==> src/rtl/command_serializer_pkg.sv <==
// Shared command codes, frame-format flag positions and serializer state encoding
// for the host-side control byte-stream transmitter.
package command_serializer_pkg;

  localparam int BLOCK_INSTR_WIDTH    = 32;
  localparam int BLOCK_REG_ADDR_WIDTH = 4;

  localparam logic [7:0] COMMAND_WRITE_BLOCK_INSTR  = 8'h01;
  localparam logic [7:0] COMMAND_WRITE_BLOCK_REG    = 8'h02;
  localparam logic [7:0] COMMAND_UPDATE_BLOCK_REG   = 8'h03;
  localparam logic [7:0] COMMAND_ALLOC_SRAM_DELAY   = 8'h04;
  localparam logic [7:0] COMMAND_SET_INPUT_GAIN     = 8'h05;
  localparam logic [7:0] COMMAND_SET_OUTPUT_GAIN    = 8'h06;
  localparam logic [7:0] COMMAND_COMMIT_REG_UPDATES = 8'h07;
  localparam logic [7:0] COMMAND_SWAP_PIPELINES     = 8'h08;
  localparam logic [7:0] COMMAND_RESET_PIPELINE     = 8'h09;

  // Flag bit order matches the order fields appear on the wire.
  localparam int HAS_BLOCK = 0;
  localparam int HAS_REG   = 1;
  localparam int HAS_DATA  = 2;
  localparam int HAS_INSTR = 3;
  localparam int HAS_DELAY = 4;
  localparam int UNKNOWN   = 5;

  typedef logic [5:0] fmt_flags_t;

  typedef enum logic [2:0] {
    SERIALIZER_STATE_IDLE      = 3'd0,
    SERIALIZER_STATE_WAIT_PEER = 3'd1,
    SERIALIZER_STATE_CMD       = 3'd2,
    SERIALIZER_STATE_BLOCK     = 3'd3,
    SERIALIZER_STATE_REG       = 3'd4,
    SERIALIZER_STATE_DATA      = 3'd5,
    SERIALIZER_STATE_INSTR     = 3'd6,
    SERIALIZER_STATE_DELAY     = 3'd7
  } ser_state_e;

  function automatic ser_state_e next_field(input ser_state_e cur, input fmt_flags_t flags);
    logic [4:0] rest;
    case (cur)
      SERIALIZER_STATE_CMD:   rest = flags[4:0];
      SERIALIZER_STATE_BLOCK: rest = flags[4:0] & 5'b11110;
      SERIALIZER_STATE_REG:   rest = flags[4:0] & 5'b11100;
      SERIALIZER_STATE_DATA:  rest = flags[4:0] & 5'b11000;
      SERIALIZER_STATE_INSTR: rest = flags[4:0] & 5'b10000;
      default:                rest = 5'b00000;
    endcase
    if (rest[HAS_BLOCK])      next_field = SERIALIZER_STATE_BLOCK;
    else if (rest[HAS_REG])   next_field = SERIALIZER_STATE_REG;
    else if (rest[HAS_DATA])  next_field = SERIALIZER_STATE_DATA;
    else if (rest[HAS_INSTR]) next_field = SERIALIZER_STATE_INSTR;
    else if (rest[HAS_DELAY]) next_field = SERIALIZER_STATE_DELAY;
    else                      next_field = SERIALIZER_STATE_IDLE;
  endfunction

endpackage

==> src/rtl/command_serializer_format_decode.sv <==
// Maps a command byte to the set of fields its frame carries.
module command_format_decode
  import command_serializer_pkg::*;
(
  input  logic [7:0] cmd_i,
  output fmt_flags_t flags_o
);

  always_comb begin
    flags_o = 6'b000000;
    case (cmd_i)
      COMMAND_WRITE_BLOCK_INSTR: begin
        flags_o[HAS_BLOCK] = 1'b1;
        flags_o[HAS_INSTR] = 1'b1;
      end
      COMMAND_WRITE_BLOCK_REG, COMMAND_UPDATE_BLOCK_REG: begin
        flags_o[HAS_BLOCK] = 1'b1;
        flags_o[HAS_REG]   = 1'b1;
        flags_o[HAS_DATA]  = 1'b1;
      end
      COMMAND_ALLOC_SRAM_DELAY: begin
        flags_o[HAS_DATA]  = 1'b1;
        flags_o[HAS_DELAY] = 1'b1;
      end
      COMMAND_SET_INPUT_GAIN, COMMAND_SET_OUTPUT_GAIN: flags_o[HAS_DATA] = 1'b1;
      COMMAND_COMMIT_REG_UPDATES, COMMAND_SWAP_PIPELINES,
      COMMAND_RESET_PIPELINE:    flags_o = 6'b000000;
      default:                   flags_o[UNKNOWN] = 1'b1;
    endcase
  end

endmodule

==> src/rtl/command_serializer.sv <==
// Accepts one command request and emits its frame byte by byte, advancing on the
// receiver's next pulse; a stalled byte aborts the frame after timeout_cycles.
module command_serializer
  import command_serializer_pkg::*;
#(
  parameter int n_blocks       = 32,
  parameter int data_width     = 16,
  parameter int instr_width    = BLOCK_INSTR_WIDTH,
  parameter int timeout_cycles = 65535
) (
  input  logic                            clk,
  input  logic                            reset,
  input  logic                            req_valid,
  output logic                            req_ready,
  input  logic [7:0]                      req_cmd,
  input  logic [$clog2(n_blocks)-1:0]     req_block,
  input  logic [BLOCK_REG_ADDR_WIDTH-1:0] req_reg,
  input  logic [data_width-1:0]           req_data,
  input  logic [instr_width-1:0]          req_instr,
  input  logic [31:0]                     req_delay,
  input  logic                            peer_idle,
  output logic [7:0]                      out_byte,
  output logic                            out_ready,
  input  logic                            next,
  output logic                            busy,
  output logic                            frame_done,
  output logic                            req_unknown,
  output logic                            timeout
);

  localparam int BW = $clog2(n_blocks);
  localparam int TW = (timeout_cycles > 1) ? $clog2(timeout_cycles + 1) : 1;
  localparam logic [TW-1:0] TMO_LAST   = TW'(timeout_cycles - 1);
  localparam logic [7:0]    DATA_LAST  = 8'(data_width / 8 - 1);
  localparam logic [7:0]    INSTR_LAST = 8'(instr_width / 8 - 1);
  localparam logic [7:0]    DELAY_LAST = 8'd3;

  ser_state_e                      state_q, state_d, nf_s, load_state_s;
  fmt_flags_t                      flags_q, flags_d, dec_flags_s;
  logic [7:0]                      cmd_q, cmd_d, out_byte_q, out_byte_d;
  logic [BW-1:0]                   block_q, block_d;
  logic [BLOCK_REG_ADDR_WIDTH-1:0] reg_q, reg_d;
  logic [data_width-1:0]           data_q, data_d;
  logic [instr_width-1:0]          instr_q, instr_d;
  logic [31:0]                     delay_q, delay_d;
  logic [7:0]                      byte_ctr_q, byte_ctr_d, field_last_s;
  logic [TW-1:0]                   tmo_ctr_q, tmo_ctr_d;
  logic                            out_ready_q, out_ready_d, frame_done_q, frame_done_d;
  logic                            req_unknown_q, req_unknown_d, timeout_q, timeout_d;
  logic                            load_en_s;

  command_format_decode u_decode (
    .cmd_i   (req_cmd),
    .flags_o (dec_flags_s)
  );

  always_comb begin
    case (state_q)
      SERIALIZER_STATE_DATA:  field_last_s = DATA_LAST;
      SERIALIZER_STATE_INSTR: field_last_s = INSTR_LAST;
      SERIALIZER_STATE_DELAY: field_last_s = DELAY_LAST;
      default:                field_last_s = 8'd0;
    endcase
  end

  always_comb begin
    state_d       = state_q;
    flags_d       = flags_q;
    cmd_d         = cmd_q;
    block_d       = block_q;
    reg_d         = reg_q;
    data_d        = data_q;
    instr_d       = instr_q;
    delay_d       = delay_q;
    byte_ctr_d    = byte_ctr_q;
    tmo_ctr_d     = tmo_ctr_q;
    out_byte_d    = out_byte_q;
    out_ready_d   = out_ready_q;
    frame_done_d  = 1'b0;
    req_unknown_d = 1'b0;
    timeout_d     = 1'b0;
    load_en_s     = 1'b0;
    load_state_s  = SERIALIZER_STATE_CMD;
    nf_s          = next_field(state_q, flags_q);

    case (state_q)
      SERIALIZER_STATE_IDLE: begin
        if (req_valid) begin
          cmd_d         = req_cmd;
          block_d       = req_block;
          reg_d         = req_reg;
          data_d        = req_data;
          instr_d       = req_instr;
          delay_d       = req_delay;
          flags_d       = dec_flags_s;
          req_unknown_d = dec_flags_s[UNKNOWN];
          state_d       = SERIALIZER_STATE_WAIT_PEER;
        end
      end
      SERIALIZER_STATE_WAIT_PEER: begin
        if (peer_idle) begin
          state_d     = SERIALIZER_STATE_CMD;
          out_ready_d = 1'b1;
          byte_ctr_d  = 8'd0;
          load_en_s   = 1'b1;
        end
      end
      default: begin
        // next takes priority over an expiring byte timer.
        if (out_ready_q && next) begin
          if (byte_ctr_q != field_last_s) begin
            byte_ctr_d   = byte_ctr_q + 8'd1;
            load_en_s    = 1'b1;
            load_state_s = state_q;
          end else if (nf_s == SERIALIZER_STATE_IDLE) begin
            state_d      = SERIALIZER_STATE_IDLE;
            out_ready_d  = 1'b0;
            frame_done_d = 1'b1;
            byte_ctr_d   = 8'd0;
          end else begin
            state_d      = nf_s;
            byte_ctr_d   = 8'd0;
            load_en_s    = 1'b1;
            load_state_s = nf_s;
          end
        end else if (timeout_cycles != 0 && out_ready_q && tmo_ctr_q == TMO_LAST) begin
          state_d     = SERIALIZER_STATE_IDLE;
          out_ready_d = 1'b0;
          timeout_d   = 1'b1;
          byte_ctr_d  = 8'd0;
        end else if (out_ready_q) begin
          tmo_ctr_d = tmo_ctr_q + 1'b1;
        end
      end
    endcase

    // Multi-byte fields shift left so the top byte is always the next one out.
    if (load_en_s) begin
      tmo_ctr_d = '0;
      case (load_state_s)
        SERIALIZER_STATE_BLOCK: out_byte_d = 8'(block_q);
        SERIALIZER_STATE_REG:   out_byte_d = 8'(reg_q);
        SERIALIZER_STATE_DATA: begin
          out_byte_d = data_q[data_width-1 -: 8];
          data_d     = data_q << 4'd8;
        end
        SERIALIZER_STATE_INSTR: begin
          out_byte_d = instr_q[instr_width-1 -: 8];
          instr_d    = instr_q << 4'd8;
        end
        SERIALIZER_STATE_DELAY: begin
          out_byte_d = delay_q[31:24];
          delay_d    = delay_q << 4'd8;
        end
        default: out_byte_d = cmd_q;
      endcase
    end
  end

  always_ff @(posedge clk or negedge reset) begin
    if (!reset) begin
      state_q       <= SERIALIZER_STATE_IDLE;
      flags_q       <= 6'b000000;
      cmd_q         <= 8'h00;
      block_q       <= '0;
      reg_q         <= '0;
      data_q        <= '0;
      instr_q       <= '0;
      delay_q       <= 32'h0000_0000;
      byte_ctr_q    <= 8'd0;
      tmo_ctr_q     <= '0;
      out_byte_q    <= 8'h00;
      out_ready_q   <= 1'b0;
      frame_done_q  <= 1'b0;
      req_unknown_q <= 1'b0;
      timeout_q     <= 1'b0;
    end else begin
      state_q       <= state_d;
      flags_q       <= flags_d;
      cmd_q         <= cmd_d;
      block_q       <= block_d;
      reg_q         <= reg_d;
      data_q        <= data_d;
      instr_q       <= instr_d;
      delay_q       <= delay_d;
      byte_ctr_q    <= byte_ctr_d;
      tmo_ctr_q     <= tmo_ctr_d;
      out_byte_q    <= out_byte_d;
      out_ready_q   <= out_ready_d;
      frame_done_q  <= frame_done_d;
      req_unknown_q <= req_unknown_d;
      timeout_q     <= timeout_d;
    end
  end

  assign req_ready   = (state_q == SERIALIZER_STATE_IDLE);
  assign busy        = (state_q != SERIALIZER_STATE_IDLE);
  assign out_byte    = out_byte_q;
  assign out_ready   = out_ready_q;
  assign frame_done  = frame_done_q;
  assign req_unknown = req_unknown_q;
  assign timeout     = timeout_q;

endmodule
==> config.mk <==
export PLATFORM = sky130hd
export DESIGN_NAME = command_serializer
export DESIGN_NICKNAME = d
export VERILOG_FILES = /design/src/rtl/command_serializer_pkg.sv /design/src/rtl/command_serializer_format_decode.sv /design/src/rtl/command_serializer.sv
export SDC_FILE = /design/constraint.sdc
export NUM_CORES = 1
export LEC_CHECK = 0
export BUFFER_PORTS_ARGS = -buffer_cell sky130_fd_sc_hd__buf_2
export CORE_ASPECT_RATIO = 1.2
export CORE_MARGIN = 8
export CORE_UTILIZATION = 30
export CTS_BUF_LIST = sky130_fd_sc_hd__clkbuf_4 sky130_fd_sc_hd__clkbuf_8
export DETAILED_ROUTE_END_ITERATION = 12
export HOLD_SLACK_MARGIN = 0.12
export PLACE_DENSITY = 0.59
export SLEW_MARGIN = 20
export SYNTH_ARGS = -nofsm -noshare
export SYNTH_HDL_FRONTEND = slang
export SYNTH_SLANG_ARGS = --single-unit
==> constraint.sdc <==
create_clock -name clk -period 2.6 [get_ports clk]
set_input_delay 0.13 -clock clk [delete_from_list [all_inputs] [get_ports clk]]
set_output_delay 0.13 -clock clk [all_outputs]
set_load 0.02 [all_outputs]
==> results.cfg <==
[outcome]
status = finished, final reports clean

[clock_tree]
cts_tree = yes
clk_latency_ps = 450
cts_sinks = 141
root_buffer = clkbuf_8
clockBufferDepth = 2
path_clk_slew_ps = 80
htree_levels = 4
numCtsBuffers = 17

[cells_and_area]
antennaDiodeCount = 0
final_common_cell = nand2_1
fin_nets = 1140
multi_input_area_um2 = 3220
seqCellArea_um2 = 3530
drive_above_1_share = 0.238
mostFrequentLayoutCells = 213 x nand2_1, 139 x dfrtp_1, 114 x buf_2
fillCellCount = 2222
syn2layout_area_growth_pct = 40.3
stdcell_area_um2 = 9710

[synthesis]
synth_ff_type = dfrtp_1
synth_edf_count = 0
synth_top_cell_by_area = dfrtp_1
ys_top_cells_by_area = dfrtp_1 51%, nand2_1 12%, a31oi_1 5.0%, nor2_1 4.4%, a21oi_1 2.6%
avgSynthCellArea_um2 = 8.74
yosys.area.top_type_share = 0.510
async_flop_share = 1.00
yosysWarnings = 0
synth_seq_cells = 141
synth_cells = 792
synth_nets = 897
yosysSeqAreaShare = 0.510
syn_area_um2 = 6920
synth.distinct_cells = 59

[detailed_routing]
routedWlPerCell_um = 15.5
ant_nets = 0
vias_per_cell = 4.88
vias = 6492
dr.pass1.iters = 4
drc_errors = 0
drtIter0Drc = 281
wirelength_mm = 20.7

[power_and_ir_drop]
power_leakage_nw = 4.42
power_density_nw_per_um2 = 980
fin_total_pwr_w = 0.00952
vdd_drop_max_v = 0.000450

[sta]
setup_viol = 0
hold_viol = 0
skew_ps = 15.9
fin_crit_ps = 2580
hold_slack_ps = 155
worst_pin_slew_ps = 671
rsz0062_at_grt = true
max_freq_mhz = 387
timing.slew.headroom = 0.553
fin_ws_ps = 15.2
slew_viol_final = 0
fin_crit_sh = 0.994

[floorplan]
fp.dieW_um = 155
initial_utilization = 0.302
die_area_um2 = 28200
chipHeight_um = 182
rows = 61
coreArea_um2 = 22900
pin_count = 116

[grt]
grt_start_max_net_pins = 84
grt_pass1_wl_mm = 32.9
overflow = 0
grt_pass1_vias = 6466
antenna_found_initial = 0
grtUsageTotal = 0.146

[critical_path]
cp_common_cell = or3_4
cp_data_required_time_ps = 2980
cp_max_fo = 5
crit_arrival_ps = 2970
worstSetupPathType = reg -> reg
crit_family = simple AND/OR/NAND/NOR gates
timing.critical_path.from_type = flip-flop
crit_buf_inv = 0
slowest_stage = or4_4
end_kind = flip-flop
slowest_delay_ps = 560
cp_cell_sequence = or4_4 -> or3_4 -> a221oi_4 -> nor2_2 -> or3_4 -> o221ai_1 -> a22o_1

[placement]
place_hpwl_mm = 14.0
pre_cts_slack_ps = -65.4
portBuffers = 115
placed_area_um2 = 8060
gp_congestion = 0.837

[hold_path]
hold_class = in -> reg

[flow_run]
drv_cap = 0
[logic make-up (layout without fill, tap and decap cells)]
kind of cell / count (synthesis) / count (layout) / synth area share
and+or+nand+nor: 380 / 381 / 0.235
AOI/OAI and AO/OA: 179 / 179 / 0.170
DFF: 141 / 141 / 0.510
buffers and inverters: 62 / 317 / 0.0423
muxes: 14 / 14 / 0.0206
xor gates and xnor gates: 13 / 13 / 0.0164
adders and majority gates: 3 / 3 / 0.00542
[flip-flops by register name, summed over array words and instances, names as in the netlist]
register     cells
out_byte         8
byte_ctr_q       8
data_q          16
delay_q         32
frame_done       1
out_ready        1
instr_q         32
flags_q          5
cmd_q            8
timeout          1
req_unknown      1
tmo_ctr_q       16
state_q          3
block_q          5
reg_q            4
[report_power, final]
group | internal (W) | switching (W) | leakage (nW)
Sequential | 0.00306 | 0.000606 | 1.79
Combinational | 0.00177 | 0.00211 | 2.41
Clock | 0.000989 | 0.000982 | 0.220
Total | 0.00582 | 0.00370 | 4.42
[final cells by class]
| type | instances | share of cell area |
|---|---|---|
| inverters | 14 | 0.00541 |
| clock inverters | 15 | 0.0211 |
| multi-input cells | 590 | 0.331 |
| clock buffers | 17 | 0.0241 |
| well taps | 283 | 0.0365 |
| flip-flops and latches | 141 | 0.363 |
| repair buffers | 271 | 0.218 |
[per-stage QoR]
stage | setup TNS [ps] | instances | utilization
finish | 0 | 1331 | 0.424
global route | -1830 | 1331 | 0.424
CTS | -0.0171 | 1327 | 0.417
detailed placement | -1040 | 1191 | 0.352
global placement | -4.56 | 1191 | 0.352
floorplan | 0 | 792 | -
[timing repair]
action,4_1_cts,5_1_grt
hold endpoints to repair,172,0
cloned,0,3
setup buffers,3,1
hold buffers,101,0
setup endpoints to repair,53,88
pin swaps,1,2
gates resized for setup,7,31
[Yosys cell counts, types with 4 or more instances]
library cell  count
nand2b_1          7
clkbuf_1         31
a31oi_1          55
a221o_1           4
mux2i_1          12
nor3b_1           4
nand2_1         215
xnor2_1          11
nand3_1          18
and2_1            4
o21a_1            6
inv_1            14
dfrtp_1         141
nor2_1           82
a211o_1           5
a211oi_1          8
nor3_1           17
buf_2             8
a21o_1            5
o21ai_0          35
buf_6             6
or3_1             7
a21oi_1          36
[per-layer routing]
layer  GRT usage  routed length (um)  vias up
met5           0                   0        -
met4      0.0377                 238        0
met3      0.0395                 929       17
met2       0.255               10700      155
met1       0.174                8860     3093
li1            -                   -     3227
[worst reg2reg max path, stage by stage (launching register included)]
cell and delay [ps]:
dfrtp_1 380, or4_4 560, or3_4 390, a221oi_4 230
nor2_2 90, or3_4 450, o221ai_1 260, a22o_1 160
[worst paths after layout]
| kind | from | endpoint | slack, ps | cells past startpoint |
|---|---|---|---|---|
| setup / recovery | byte_ctr_q[2]$_DFFE_PN0P_ | out_byte[2]$_DFFE_PN0P_ | 20 | 7 |
| hold / removal | next | out_ready$_DFFE_PN0P_ | 150 | 3 |
| setup reg to reg | byte_ctr_q[2]$_DFFE_PN0P_ | out_byte[2]$_DFFE_PN0P_ | 20 | 7 |
| hold reg to reg | data_q[6]$_DFF_PN0_ | data_q[14]$_DFF_PN0_ | 490 | 2 |
| max in group asynchronous | reset | instr_q[11]$_DFF_PN0_ | 1570 | 3 |
| min in group asynchronous | reset | data_q[3]$_DFF_PN0_ | 260 | 2 |
Power figures use the tool's default switching activity.
